## config.mk

```make
export PLATFORM = sky130hd
export DESIGN_NAME = mc_controller
export DESIGN_NICKNAME = d
export VERILOG_FILES = /design/src/rtl/mc_pkg.sv /design/src/rtl/mc_cond_unit.sv /design/src/rtl/mc_controller.sv
export SDC_FILE = /design/constraint.sdc
export NUM_CORES = 1
export LEC_CHECK = 0
export ABC_AREA = 1
export BUFFER_PORTS_ARGS = -buffer_cell sky130_fd_sc_hd__buf_4
export CAP_MARGIN = 25
export CORE_ASPECT_RATIO = 1.5
export CORE_MARGIN = 4
export CORE_UTILIZATION = 46
export CTS_BUF_LIST = sky130_fd_sc_hd__clkbuf_16
export CTS_CLUSTER_SIZE = 12
export DETAILED_ROUTE_END_ITERATION = 7
export PLACE_DENSITY_LB_ADDON = 0.12
export SYNTH_ARGS = -nofsm -noshare
export SYNTH_HDL_FRONTEND = slang
export SYNTH_SLANG_ARGS = --single-unit
export TNS_END_PERCENT = 5
```

## constraint.sdc

```tcl
create_clock -name clk -period 1.5 [get_ports clk]
set_input_delay 0.15 -clock clk [delete_from_list [all_inputs] [get_ports clk]]
set_output_delay 0.15 -clock clk [all_outputs]
set_load 0.05 [all_outputs]
```

## src/rtl/mc_pkg.sv

```systemverilog
// Shared types for the multicycle controller: FSM states, ALU opcodes, ARM condition codes.
// Also holds the data-processing decode helper used by the top.
package mc_pkg;

    typedef enum logic [3:0] {
        S_FETCH    = 4'd0,
        S_DECODE   = 4'd1,
        S_MEMADR   = 4'd2,
        S_MEMREAD  = 4'd3,
        S_MEMWB    = 4'd4,
        S_MEMWRITE = 4'd5,
        S_EXECUTER = 4'd6,
        S_EXECUTEI = 4'd7,
        S_ALUWB    = 4'd8,
        S_BRANCH   = 4'd9
    } state_t;

    localparam logic [3:0] ALU_ADD = 4'b0000;
    localparam logic [3:0] ALU_SUB = 4'b0001;
    localparam logic [3:0] ALU_AND = 4'b0010;
    localparam logic [3:0] ALU_ORR = 4'b0011;
    localparam logic [3:0] ALU_XOR = 4'b0100;
    localparam logic [3:0] ALU_MVN = 4'b0101;
    localparam logic [3:0] ALU_ROR = 4'b1001;

    localparam logic [3:0] COND_EQ = 4'b0000;
    localparam logic [3:0] COND_NE = 4'b0001;
    localparam logic [3:0] COND_CS = 4'b0010;
    localparam logic [3:0] COND_CC = 4'b0011;
    localparam logic [3:0] COND_MI = 4'b0100;
    localparam logic [3:0] COND_PL = 4'b0101;
    localparam logic [3:0] COND_VS = 4'b0110;
    localparam logic [3:0] COND_VC = 4'b0111;
    localparam logic [3:0] COND_HI = 4'b1000;
    localparam logic [3:0] COND_LS = 4'b1001;
    localparam logic [3:0] COND_GE = 4'b1010;
    localparam logic [3:0] COND_LT = 4'b1011;
    localparam logic [3:0] COND_GT = 4'b1100;
    localparam logic [3:0] COND_LE = 4'b1101;
    localparam logic [3:0] COND_AL = 4'b1110;

    typedef struct packed {
        logic [3:0] alu_ctrl;
        logic       supported;
        logic       is_cmp;
        logic       cv_upd;    // arithmetic ops also own C and V
    } alu_dec_t;

    function automatic alu_dec_t alu_decode(input logic [5:0] funct, input logic [1:0] sh);
        alu_dec_t d;
        d = '0;
        case (funct[4:1])
            4'b0000: begin d.alu_ctrl = ALU_AND; d.supported = 1'b1; end
            4'b0001: begin d.alu_ctrl = ALU_XOR; d.supported = 1'b1; end
            4'b0010: begin d.alu_ctrl = ALU_SUB; d.supported = 1'b1; d.cv_upd = 1'b1; end
            4'b0100: begin d.alu_ctrl = ALU_ADD; d.supported = 1'b1; d.cv_upd = 1'b1; end
            4'b1100: begin d.alu_ctrl = ALU_ORR; d.supported = 1'b1; end
            4'b1111: begin d.alu_ctrl = ALU_MVN; d.supported = 1'b1; end
            4'b1101: if (sh == 2'b11) begin d.alu_ctrl = ALU_ROR; d.supported = 1'b1; end
            4'b1010: if (funct[0]) begin
                d.alu_ctrl = ALU_SUB; d.supported = 1'b1; d.is_cmp = 1'b1; d.cv_upd = 1'b1;
            end
            default: d = '0;
        endcase
        return d;
    endfunction

endpackage

```

## src/rtl/mc_cond_unit.sv

```systemverilog
// Stored NZCV flags and ARM condition evaluation against them.
// Latency: flags load on the clock edge ending the write-enable cycle; no backpressure.
module cond_unit
    import mc_pkg::*;
(
    input  logic       clk,
    input  logic       reset,
    input  logic [3:0] cond_i,
    input  logic [3:0] alu_flags_i,
    input  logic       nz_we_i,
    input  logic       cv_we_i,
    output logic       cond_ex_o
);

    logic [3:0] flags_q, flags_d;
    logic       n, z, c, v;

    always_comb begin
        flags_d = flags_q;
        if (nz_we_i) flags_d[3:2] = alu_flags_i[3:2];
        if (cv_we_i) flags_d[1:0] = alu_flags_i[1:0];
    end

    always_ff @(posedge clk) begin
        if (reset) flags_q <= '0;
        else       flags_q <= flags_d;
    end

    assign {n, z, c, v} = flags_q;

    always_comb begin
        cond_ex_o = 1'b0;
        case (cond_i)
            COND_EQ: cond_ex_o = z;
            COND_NE: cond_ex_o = ~z;
            COND_CS: cond_ex_o = c;
            COND_CC: cond_ex_o = ~c;
            COND_MI: cond_ex_o = n;
            COND_PL: cond_ex_o = ~n;
            COND_VS: cond_ex_o = v;
            COND_VC: cond_ex_o = ~v;
            COND_HI: cond_ex_o = c & ~z;
            COND_LS: cond_ex_o = ~c | z;
            COND_GE: cond_ex_o = (n == v);
            COND_LT: cond_ex_o = (n != v);
            COND_GT: cond_ex_o = ~z & (n == v);
            COND_LE: cond_ex_o = z | (n != v);
            COND_AL: cond_ex_o = 1'b1;
            default: cond_ex_o = 1'b0;
        endcase
    end

endmodule

```

## src/rtl/mc_controller.sv

```systemverilog
// Multicycle ARM-subset control FSM (Moore); MC_STALL_EN adds mem_ready stalls in memory states.
// Latency: DP 4, LDR 5, STR 4, B 3, Op=11 2 cycles; stalls extend FETCH/MEMREAD/MEMWRITE only.
module mc_controller
    import mc_pkg::*;
(
    input  logic       clk,
    input  logic       reset,
`ifdef MC_STALL_EN
    input  logic       mem_ready,
`endif
    input  logic [1:0] Op,
    input  logic [5:0] Funct,
    input  logic [3:0] Rd,
    input  logic [1:0] sh,
    input  logic [3:0] Cond,
    input  logic [3:0] ALUFlags,
    output logic       PCWrite,
    output logic       AdrSrc,
    output logic       MemWrite,
    output logic       IRWrite,
    output logic       RegWrite,
    output logic       ALUSrcA,
    output logic [1:0] ResultSrc,
    output logic [1:0] ALUSrcB,
    output logic [1:0] ImmSrc,
    output logic [1:0] RegSrc,
    output logic [3:0] ALUControl,
    output logic [3:0] state_o
);

    state_t   state_q, state_d;
    alu_dec_t dec;
    logic     cond_ex, nz_we, cv_we, mem_rdy;

`ifdef MC_STALL_EN
    assign mem_rdy = mem_ready;
`else
    assign mem_rdy = 1'b1;
`endif

    assign dec = alu_decode(Funct, sh);

    cond_unit u_cond (
        .clk         (clk),
        .reset       (reset),
        .cond_i      (Cond),
        .alu_flags_i (ALUFlags),
        .nz_we_i     (nz_we),
        .cv_we_i     (cv_we),
        .cond_ex_o   (cond_ex)
    );

    always_ff @(posedge clk) begin
        if (reset) state_q <= S_FETCH;
        else       state_q <= state_d;
    end

    always_comb begin
        state_d    = state_q;
        PCWrite    = 1'b0;
        AdrSrc     = 1'b0;
        MemWrite   = 1'b0;
        IRWrite    = 1'b0;
        RegWrite   = 1'b0;
        ALUSrcA    = 1'b0;
        ResultSrc  = 2'b00;
        ALUSrcB    = 2'b00;
        ImmSrc     = 2'b00;
        RegSrc     = 2'b00;
        ALUControl = ALU_ADD;
        nz_we      = 1'b0;
        cv_we      = 1'b0;
        case (state_q)
            S_FETCH: begin
                ALUSrcA   = 1'b1;
                ALUSrcB   = 2'b10;
                ResultSrc = 2'b10;
                if (mem_rdy) begin
                    IRWrite = 1'b1;
                    PCWrite = 1'b1;
                    state_d = S_DECODE;
                end
            end
            S_DECODE: begin
                ALUSrcA   = 1'b1;
                ALUSrcB   = 2'b10;
                ResultSrc = 2'b10;
                case (Op)
                    2'b00:   state_d = Funct[5] ? S_EXECUTEI : S_EXECUTER;
                    2'b01:   begin ImmSrc = 2'b01; RegSrc = 2'b10; state_d = S_MEMADR; end
                    2'b10:   begin ImmSrc = 2'b10; RegSrc = 2'b01; state_d = S_BRANCH; end
                    default: state_d = S_FETCH;
                endcase
            end
            S_MEMADR: begin
                ALUSrcB = 2'b01;
                state_d = Funct[0] ? S_MEMREAD : S_MEMWRITE;
            end
            S_MEMREAD: begin
                AdrSrc = 1'b1;
                if (mem_rdy) state_d = S_MEMWB;
            end
            S_MEMWB: begin
                ResultSrc = 2'b01;
                RegWrite  = cond_ex;
                state_d   = S_FETCH;
            end
            S_MEMWRITE: begin
                AdrSrc = 1'b1;
                if (mem_rdy) begin
                    MemWrite = cond_ex;
                    state_d  = S_FETCH;
                end
            end
            S_EXECUTER, S_EXECUTEI: begin
                ALUSrcB    = (state_q == S_EXECUTEI) ? 2'b01 : 2'b00;
                ALUControl = dec.alu_ctrl;
                nz_we      = Funct[0] & cond_ex & dec.supported;
                cv_we      = nz_we & dec.cv_upd;
                state_d    = S_ALUWB;
            end
            S_ALUWB: begin
                ALUControl = dec.alu_ctrl;
                RegWrite   = cond_ex & ~dec.is_cmp & dec.supported;
                PCWrite    = RegWrite & (Rd == 4'b1111);
                state_d    = S_FETCH;
            end
            S_BRANCH: begin
                ALUSrcB   = 2'b01;
                ResultSrc = 2'b10;
                PCWrite   = cond_ex;
                state_d   = S_FETCH;
            end
            default: state_d = S_FETCH;
        endcase
        // The instruction in flight is abandoned: nothing architectural may commit.
        if (reset) begin
            PCWrite  = 1'b0;
            IRWrite  = 1'b0;
            MemWrite = 1'b0;
            RegWrite = 1'b0;
            nz_we    = 1'b0;
            cv_we    = 1'b0;
        end
    end

    assign state_o = state_q;

endmodule

```

# ---- Yosys cells after proc, flatten, opt, wreduce, memory -nomap -nowiden
# Index checks and enable logic that the tools add are counted.
dict set report word_totals {
  reg_bits 8
  inputBits 24
  output_inout_bits 22
}
dict set report classes {
  eq_ne 36
  muxes 32
  n_bitwise 15
  reduce_logical 11
}
# op count
set ops {}
lappend ops {{$eq 4x4->1 const B} 14}
lappend ops {{$pmux 5 s8} 1}
lappend ops {{$eq 4x3->1 const B} 9}
lappend ops {{$eq 4x2->1 const B} 5}
lappend ops {{$pmux 4 s5} 1}
lappend ops {{$mux 1} 15}
lappend ops {{$pmux 1 s15} 1}
lappend ops {{$eq 4x1->1 const B} 3}
lappend ops {{$logic_not 4->1} 3}
lappend ops {{$pmux 2 s2} 3}
lappend ops {{$pmux 4 s3} 1}
lappend ops {{$reduce_or 2->1} 5}
lappend ops {{$and 1x1->1} 8}
lappend ops {{$mux 4} 2}
lappend ops {{$pmux 2 s3} 1}
lappend ops {{$reduce_or 3->1} 2}
lappend ops {{$mux 5} 1}
lappend ops {{$not 1->1} 5}
lappend ops {{$eq 2x2->1 const B} 2}
lappend ops {{$mux 2} 2}
lappend ops {{$pmux 1 s2} 2}
lappend ops {{$mux 3} 1}
lappend ops {{$pmux 1 s3} 1}
lappend ops {{$eq 2x1->1 const B} 1}
lappend ops {{4 further kinds} 5}

# ---- Longest topological paths before layout
dict set report logic_depth {
  depth_word 8
  ltp_mapped 12
  depth_no_buf 12
}

# ---- Hierarchy
# From an unflattened synthesis, not the netlist that was laid out.
dict set report unflattened {
  hier_cells 177
  hier_area_um2 964.7
}
# mod n_inst cells_each area_per_inst_um2 seq_area_each_um2
set by_module_without_submodules {}
lappend by_module_without_submodules {mc_controller 1 112 616.8 80.1}
lappend by_module_without_submodules {cond_unit 1 65 347.8 80.1}

# ---- Worst setup path before layout
# OpenSTA, ideal clock, no wires.
dict set report synth_timing {
  kind {reg-to-output}
  from {reg state_q[2] (netlist: state_o[2])}
  to {out RegWrite}
  arrival_time_ps 2759
  t_required_ps 1350
  path_slack_ps -1409
  stages_incl_launch_ff 5
  cell_sequence {dfxtp_1 > nand2_1 > nor3_1 > a31oi_1 > nor2_1}
}
dict set report synth_between {
  elab_chain_len 3
}
# item line
set synth_rtl {}
lappend synth_rtl {{start: declaration} mc_controller.sv:31} ;# state_t state_q, state_d;
lappend synth_rtl {{start signal: assignment} mc_controller.sv:55} ;# else state_q <= state_d;
lappend synth_rtl {{$eq 4x4->1 or $eq 4x3->1 (tied branches)} mc_controller.sv:73} ;# case (state_q)
lappend synth_rtl {{$pmux 1 s2 *} mc_controller.sv:73}
lappend synth_rtl {{$mux 1 *} mc_controller.sv:137} ;# if (reset) begin
lappend synth_rtl {{end: declaration} mc_controller.sv:21} ;# output logic RegWrite,
# Every way passes the cells marked *; elsewhere a longest branch is shown, timed or not.

# ---- Worst setup path in the final report
dict set report layout_timing {
  from {reg u_cond.flags_q[1]}
  to {out PCWrite}
}
dict set report layout_between {
  elab_chain_len 8
}
# item line
set layout_rtl {}
lappend layout_rtl {{start: declaration} mc_cond_unit.sv:15} ;# logic [3:0] flags_q, flags_d;
lappend layout_rtl {{start signal: assignment} mc_cond_unit.sv:26} ;# else flags_q <= flags_d;
lappend layout_rtl {{$not 1->1} {mc_cond_unit.sv:37, mc_cond_unit.sv:43}}
lappend layout_rtl {{$or 1x1->1} mc_cond_unit.sv:43} ;# COND_LS: cond_ex_o = ~c | z;
lappend layout_rtl {{$pmux 1 s15 *} mc_cond_unit.sv:33} ;# case (cond_i)
lappend layout_rtl {{$and 1x1->1 (2 in a row)} mc_controller.sv:124} ;# RegWrite = cond_ex & ~dec.is_cmp & dec.supported;
lappend layout_rtl {{$and 1x1->1} mc_controller.sv:125} ;# PCWrite = RegWrite & (Rd == 4'b1111);
lappend layout_rtl {{$pmux 1 s3 *} mc_controller.sv:73}
lappend layout_rtl {{$mux 1 *} mc_controller.sv:137}
lappend layout_rtl {{end: declaration} mc_controller.sv:17} ;# output logic PCWrite,
# Marks and branches as above.

==> results.ini <==
[final_layout]
final_area_um2=1680
drive_above_1_share_pct=48.31
final_nets=261
fill_cells=141
fin_util_pct=81.89
num_antenna_cells=0
area_delta_synth_final_pct=67.87
final_common_cell=nand2_1
final_cells=258
regArea_um2=177.7
final_cell_mix=nand2_1 (44), buf_4 (40), inv_1 (23)
multi_input_area_um2=794.5

[critical_path]
worstReg2RegStart=u_cond.flags_q[3]$_SDFFE_PP0P_
worst-r2r-setup-slack_ns=-0.11
critPathRequiredTime_ns=1.35
path_cells=inv_1 -> a21oi_2 -> nand2_1 -> nand2_1 -> nand2_1 -> nand3_4 -> nand2_4 -> inv_2 -> nand2_2 -> o21ai_2 -> buf_6
reg2reg_to=u_cond.flags_q[0]$_SDFFE_PP0P_
crit_top_cell=nand2_1
worst_path_max_delay_cell=dfxtp_1
crit_path_max_fanout=3
arrival_ns=1.54
cp_slowest_stage_delay_ns=0.32
crit_path_start_kind=flip-flop
endpoint_kind=output pin
path_class=reg2out
rr_worst_depth=13

[detailed_routing]
wl_um=3459
dr.pass1.iters=6
drtIter0Drc=25
avgRoutedWirePerCell_um=13.41
drc_errors=0
ant_nets=0
vias=1359
viasPerCell=5.267

[yosys]
synth_seq_cells=8
syn_inst=184
ys_types=29
synthTopCellsByArea=nand2_1 (19%), dfxtp_1 (16%), inv_1 (11%)
yosysSeqAreaShare_pct=16.00
syn_area_um2=1001
yosysTopAreaCell=nand2_1
synth.avg_cell_area_um2=5.440
syn_nets=208
synth.top_cell.area_share_pct=19.50
yosysWarnings=0

[floorplan]
initial_utilization_pct=48.78
io-pin-count=46
die_area_um2=3002
placement_rows=20
core_area_um2=2052
die_h_um=65.13
die_x_um=46.09

[placement]
portBuffers=45
pre_cts_ws_ns=-0.1351
place_inst=251
dpl.hpwl_um=2474
place_congestion=0.8765
placed_cell_area_um2=1445

[hold_path]
hold_end=state_o[1]$_SDFF_PP0_
hold_path_class=in2reg
holdCritStartpoint=reset
min_path_cells=2

[global_route]
grt_max_degree=10
grt_pass1_vias=1308
antenna_found_initial=0
overflow=0
grt_use_total_pct=23.88
grt_pass1_wl_um=5457

[timing]
maxSlewViolCount=0
tns_ns=-1.011
rsz0062_at_grt=yes
slew-limit-headroom_pct=82.42
setup_ws_ns=-0.1888
skew_ns=0.001847
tightestPinTransition_ns=0.2624
period_share_pct=112.6
fin_crit_ns=1.689
setup_viol=15
hold_violations=0
clock.fmax_mhz=592.2

[power]
p_clk_share_pct=38.4
p_seq_share_pct=19.8
p_int_uw=749.5
irDropWorstVdd_v=0.0005498
p_sw_uw=459.3
p_per_area_nw_per_um2=719.3
switching_share_pct=38.00
comb_power_share_pct=41.7
leakage_nw=0.8876

[clock_network]
cts_made_buffers=3
root_buffer=clkbuf_16
clkLatencyLatePin_ns=0.23
clk_pin_slew_ns=0.04
clk_path_buf_depth=2
htree_levels=1
cts_tree=done
clock_sinks=8

[run_status]
violations=setup timing
status=finished, violations left

[job]
cap_violations=0

-- layer usage --
layer	track usage [%]	routed length, um	up-vias
met2	42.76	1845	52
met4	10.68	142	0
met3	4.658	239	16
li1	-	-	674
met1	25.29	1231	617
met5	0	0	-
-- Yosys cell counts --
| cell type | count |
|---|---|
| nand3_4 | 1 |
| buf_2 | 1 |
| o211ai_1 | 2 |
| o21ai_0 | 5 |
| clkbuf_2 | 1 |
| buf_4 | 4 |
| nand3_2 | 1 |
| nor2_8 | 1 |
| nand3_1 | 17 |
| nand2_4 | 1 |
| nor3_1 | 3 |
| nor2_2 | 1 |
| inv_2 | 5 |
| clkinv_1 | 1 |
| inv_1 | 30 |
| o22ai_1 | 1 |
| nor2_1 | 30 |
| o21a_1 | 1 |
| nand2_2 | 3 |
| o21ai_1 | 1 |
| nand2_1 | 52 |
| nand3b_1 | 1 |
| a21boi_1 | 1 |
| nand4_4 | 1 |
| a31oi_1 | 1 |
| nor2_4 | 3 |
| nand4_1 | 3 |
| dfxtp_1 | 8 |
| a21oi_1 | 4 |
-- stage by stage --
stage          hold WS, ns  total power [mW]
5_1_grt             0.1674             1.259
3_5_place_dp        0.3884            0.6899
4_1_cts             0.1489             1.191
2_1_floorplan       0.3000            0.5468
6_report            0.1584             1.209
3_3_place_gp        0.3871            0.6829
-- sequential cells by signal, indices dropped and copies added (netlist names) --
| register | flops |
|---|---|
| state_o | 4 |
| u_cond.flags_q | 4 |
-- what timing repair did --
item	CTS	global route
pin swaps	7	5
setup endpoints to repair	14	17
hold buffers	0	0
setup buffers	1	2
gates resized for setup	34	12
-- cells by family after synthesis --
| kind of cell | share of synthesized area (%) |
|---|---|
| compound gates | 9.250 |
| buf+inv | 17.50 |
| flops | 16.00 |
| simple gates | 57.25 |
-- how the worst max path moves through the flow --
stage / endpoint / startpoint / cells after the start / slack, ns
finish: PCWrite / u_cond.flags_q[1]$_SDFFE_PP0P_ / 11 / -0.19
global route: PCWrite / u_cond.flags_q[1]$_SDFFE_PP0P_ / 11 / -0.27
CTS: PCWrite / u_cond.flags_q[3]$_SDFFE_PP0P_ / 13 / -0.20
detailed placement: PCWrite / u_cond.flags_q[3]$_SDFFE_PP0P_ / 13 / -0.14
global placement: PCWrite / u_cond.flags_q[3]$_SDFFE_PP0P_ / 13 / -0.1
floorplan: ALUSrcB[0] / state_o[1]$_SDFF_PP0_ / 5 / -0.20
-- worst max-delay path: cells and delay by family (launching register included) --
family,cells,cell delay (ns)
buffers and inverters,3,0.30
and+or+nand+nor,6,0.44
DFF,1,0.32
AOI/OAI and AO/OA,2,0.25
-- area by class of cell --
class,instances,area share [%]
multi-input cells,134,47.28
repair buffers,54,27.48
flip-flops and latches,8,10.57
inverters,36,8.340
clock buffers,3,4.468
well taps,22,1.638
clock inverters,1,0.2234
-- power groups by stage --
stage | clock [mW] | combinational, mW | sequential (mW)
finish | 0.465 | 0.505 | 0.240
global route | 0.480 | 0.538 | 0.241
CTS | 0.472 | 0.482 | 0.237
detailed placement | 0 | 0.451 | 0.239
global placement | 0 | 0.444 | 0.238
floorplan | 0 | 0.288 | 0.259
Note: power is estimated with default switching activity, not from simulation.
